## config.mk

```make
export PLATFORM = sky130hd
export DESIGN_NAME = layer_input_serializer
export DESIGN_NICKNAME = d
export VERILOG_FILES = /design/src/rtl/layer_input_serializer.sv
export SDC_FILE = /design/constraint.sdc
export NUM_CORES = 1
export LEC_CHECK = 0
export ABC_AREA = 1
export BUFFER_PORTS_ARGS = -buffer_cell sky130_fd_sc_hd__buf_2
export CORE_MARGIN = 4
export CORE_UTILIZATION = 45
export DETAILED_ROUTE_END_ITERATION = 8
export GPL_ROUTABILITY_DRIVEN = 0
export HOLD_SLACK_MARGIN = 0.08
export PLACE_DENSITY_LB_ADDON = 0.25
export SETUP_SLACK_MARGIN = 0.4
export SYNTH_ARGS = -nofsm -noshare
export SYNTH_HDL_FRONTEND = slang
export SYNTH_SLANG_ARGS = --single-unit
export TNS_END_PERCENT = 10
```

## constraint.sdc

```tcl
create_clock -name clk -period 3.3 [get_ports clk]
set_clock_uncertainty 0.05 [all_clocks]
set_input_delay 0.66 -clock clk [delete_from_list [all_inputs] [get_ports clk]]
set_output_delay 0.66 -clock clk [all_outputs]
set_load 0.02 [all_outputs]
```

## src/rtl/layer_input_serializer.sv

```systemverilog
// Ping-pong double-buffered vector loader that streams one element per cycle to the
// serial neuron layer, with first/last markers and zero-bubble back-to-back frames.
module layer_input_serializer #(
  parameter  int VEC_SIZE = 3,
  parameter  int BIT_SIZE = 1,
  localparam int IW       = (VEC_SIZE > 1) ? $clog2(VEC_SIZE) : 1
) (
  input  logic                         clk,
  input  logic                         rst,
  input  logic                         in_valid,
  output logic                         in_ready,
  input  logic [VEC_SIZE*BIT_SIZE-1:0] in_vec,
  output logic [BIT_SIZE-1:0]          x,
  output logic                         x_valid,
  input  logic                         x_ready,
  output logic                         x_first,
  output logic                         x_last,
  output logic [IW-1:0]                idx,
  output logic                         busy
);

  typedef enum logic [1:0] {EMPTY, ONE, FULL} state_e;

  state_e                              state_q, state_d;
  logic [1:0][VEC_SIZE*BIT_SIZE-1:0]   vbuf_q, vbuf_d;
  logic                                wr_ptr_q, wr_ptr_d;
  logic                                rd_ptr_q, rd_ptr_d;
  logic [IW-1:0]                       idx_q, idx_d;
  logic                                load, adv, retire, last_idx;
  logic [BIT_SIZE-1:0]                 elem;

  assign last_idx = (idx_q == IW'(VEC_SIZE - 1));
  assign elem     = vbuf_q[rd_ptr_q][int'(idx_q)*BIT_SIZE +: BIT_SIZE];

  // Outputs are forced quiet while rst is high so nothing leaks before the reset edge.
  assign in_ready = (state_q != FULL) && !rst;
  assign x_valid  = (state_q != EMPTY) && !rst;
  assign busy     = x_valid;
  assign x        = x_valid ? elem : '0;
  assign x_first  = x_valid && (idx_q == '0);
  assign x_last   = x_valid && last_idx;
  assign idx      = idx_q;

  always_comb begin
    load     = in_valid && in_ready;
    adv      = x_valid && x_ready;
    retire   = adv && last_idx;
    state_d  = state_q;
    wr_ptr_d = wr_ptr_q ^ load;
    rd_ptr_d = rd_ptr_q ^ retire;
    idx_d    = idx_q;
    vbuf_d   = vbuf_q;
    if (adv) idx_d = retire ? '0 : idx_q + IW'(1);
    if (load) vbuf_d[wr_ptr_q] = in_vec;
    // Simultaneous load and retire leaves occupancy unchanged.
    case (state_q)
      EMPTY:   if (load) state_d = ONE;
      ONE: begin
        if (load && !retire)      state_d = FULL;
        else if (retire && !load) state_d = EMPTY;
      end
      FULL:    if (retire) state_d = ONE;
      default: state_d = EMPTY;
    endcase
  end

  always_ff @(posedge clk) begin
    if (rst) begin
      state_q  <= EMPTY;
      wr_ptr_q <= 1'b0;
      rd_ptr_q <= 1'b0;
      idx_q    <= '0;
    end else begin
      state_q  <= state_d;
      wr_ptr_q <= wr_ptr_d;
      rd_ptr_q <= rd_ptr_d;
      idx_q    <= idx_d;
    end
  end

  // Buffer contents are don't-care after reset; occupancy alone says what is live.
  always_ff @(posedge clk) begin
    vbuf_q <= vbuf_d;
  end

endmodule

```

==> results.py <==
metrics = {
    "global_routing": {
        "grt_pass1_vias": 493,
        "gr-total-overflow": 0,
        "grt_max_degree": 8,
        "grt_pass1_wl_um": 1980,
        "antenna_found_initial": 0,
        "track_usage_pct": 13.5,
    },
    "floorplan": {
        "die_h_um": 45.7,
        "core_region_area_mm2": 0.00132,
        "die_x_um": 45.7,
        "start_util_pct": 48.6,
        "rows": 13,
        "dieArea_mm2": 0.00209,
        "ioPinCount": 15,
    },
    "clocking": {
        "postCtsSetupBuffers": 0,
        "clock_latency_ns": 0.27,
        "htreeDepth": 1,
        "cts-resized-gates": 0,
        "clockBufferDepth": 2,
        "cts-root-buf": "clkbuf_4",
        "clk_pin_slew_ns": 0.07,
        "cts_tree": "yes",
        "holdBufCountCts": 0,
        "cts_buffers": 3,
        "clock_sinks": 12,
    },
    "sta": {
        "final-hold-violation-count": 0,
        "fin_hold_ws_ns": 0.458,
        "fmax_mhz": 488,
        "worst_pin_slew_ns": 0.285,
        "slew_violations": 0,
        "period_share_pct": 62.1,
        "max-slew-margin-rel_pct": 81.0,
        "rsz0062_at_grt": "no",
        "finalSetupViolations": 0,
        "fin_setup_tns_ns": 0,
        "min_period_ns": 2.05,
    },
    "route": {
        "wl_per_cell_um": 11.4,
        "drt_first_pass_iters": 4,
        "routed_via_density": 5.03,
        "drtIter0Drc": 7,
        "vias": 508,
        "ant_nets": 0,
        "wl_um": 1150,
        "drc": 0,
    },
    "critical_path": {
        "worst_path_dominant_cell_family": "buffers and inverters",
        "cp_max_fo": 5,
        "path_cells": "inv_1 -> ha_1 -> inv_1 -> nor2_1 -> buf_2",
        "cpPeakStageDelay_ns": 0.34,
        "end_kind": "output port",
        "cpMaxStageDelayCell": "dfxtp_1",
        "worst-path-buf-inv": 3,
        "crit_required_ns": 2.59,
        "critPathKind": "register to output port",
        "critPathArrivalTime_ns": 1.34,
        "cpMostUsedCell": "inv_1",
        "critical_path.startpoint_type": "register",
    },
    "pwr": {
        "p_leak_nw": 0.338,
        "ir_worst_vdd_uv": 223,
        "powerDensity_mw_per_mm2": 445,
    },
    "synth": {
        "yosys_warnings": 0,
        "syn_nets": 81,
        "synth_cells": 69,
        "ys_ff_latch": 12,
        "synth.cell_area_um2": 641,
        "synth_seq_area_share_pct": 46.9,
        "synth_cell_type_count": 21,
        "avgSynthCellArea_um2": 9.28,
    },
    "job": {
        "drv_cap": 0,
    },
    "run_status": {
        "outcome": "complete, no violations",
    },
    "final_layout": {
        "syn_to_final_growth_pct": 16.8,
        "n_antenna_cell": 0,
        "nets": 99,
        "fillCellCount": 120,
        "final_layout_size_suffix_gt1_share_pct": 32.6,
        "fin_cells": 101,
    },
    "placed_design": {
        "io_buffers": 14,
        "dp_hpwl_um": 952,
        "place_inst": 97,
    },
    "hold_path": {
        "hold_class": "register to register",
    },
}
==> state kept, by name, indices dropped and copies added (netlist names) <==
name and count:
rd_ptr_q 1, state_q 2, idx 2, vbuf_q 6, wr_ptr_q 1
==> report_power, final <==
part / switching [mW] / total [mW] / internal [mW]
sequential: 0.00527 / 0.170 / 0.164
clock: 0.0470 / 0.0937 / 0.0468
combinational: 0.0455 / 0.0696 / 0.0242
==> worst min-delay path, delay by kind of cell (launching register included) <==
| family | cells | cell delay, ns |
|---|---|---|
| compound gates | 1 | 0.05 |
| flops | 1 | 0.34 |
| simple gates | 1 | 0.07 |
==> metal layers <==
metal / wire length, um / track usage, % / up-vias
met1: 516 / 15.6 / 222
met3: 104 / 3.95 / 2
met2: 513 / 22.3 / 22
met5: 0 / 0 / -
met4: 13 / 6.82 / 0
li1: - / - / 262
==> cells in the mapped netlist <==
cell      number  area share [%]
a21oi_1        4             3.1
nor2_8         1             3.1
nand3_1        2             1.6
nand2_1        7             4.1
ha_1           5             9.8
nor2_2         1            0.98
buf_4          1             1.2
nor3_1         1            0.78
nand3_4        1             2.7
edfxtp_1       6              28
and3_2         1             1.2
nand4_1        1            0.98
dfxtp_1        6              19
nand2_2        1            0.98
nor2_1         9             5.3
inv_1         10             5.9
nand3_2        1             1.6
inv_2          2             1.2
o21ai_0        3             2.3
a21oi_2        3             4.1
o21ai_1        3             2.3
==> worst paths after layout <==
path              startpoint         end  slack [ns]  depth (start not counted)
hold reg to reg       idx[1]      idx[1]        0.46                          2
hold / removal        idx[1]      idx[1]        0.46                          2
setup / recovery      idx[0]      x_last        1.25                          5
setup reg to reg      idx[0]  state_q[0]        1.53                          8
==> per-stage QoR <==
| stage | utilization, % | area [um^2] | worst slack (ns) | power (mW) |
|---|---|---|---|---|
| finish | 56.8 | 748 | 1.25 | 0.333 |
| detailed placement | 54.8 | 722 | 1.25 | 0.243 |
| global placement | 54.8 | 722 | 1.28 | 0.241 |
| CTS | 56.8 | 748 | 1.24 | 0.337 |
| global route | 56.8 | 748 | 1.12 | 0.354 |
| floorplan | - | 641 | 1.35 | 0.225 |
==> layout by cell type, fill, tap and decap left out, drive strengths merged <==
cell	n
buf	14
nand4	1
clkbuf	4
ha	5
nand2	8
dfxtp	6
a21oi	7
nand3	4
edfxtp	6
inv	12
nor3	1
and3	1
o21ai	6
nor2	11
==> logic make-up after synthesis <==
family	after synthesis	share of synthesized area (%)
AND/OR/NAND/NOR	26	23.2
AO/OA/AOI/OAI	13	11.9
buffers and inverters	13	8.20
flip-flops	12	46.9
adder cells (fa/ha/maj)	5	9.77
==> cell type report <==
cell class	count	area, um^2	share of cell area, %
Clock buffer	4	26.3	3.51
Inverter	12	45.0	6.02
Multi-Input combinational cell	44	288	38.5
Sequential cell	12	300	40.1
Tap cell	15	18.8	2.51
Timing Repair Buffer	14	70.1	9.36
No activity file was read; power rests on OpenSTA's default activity.
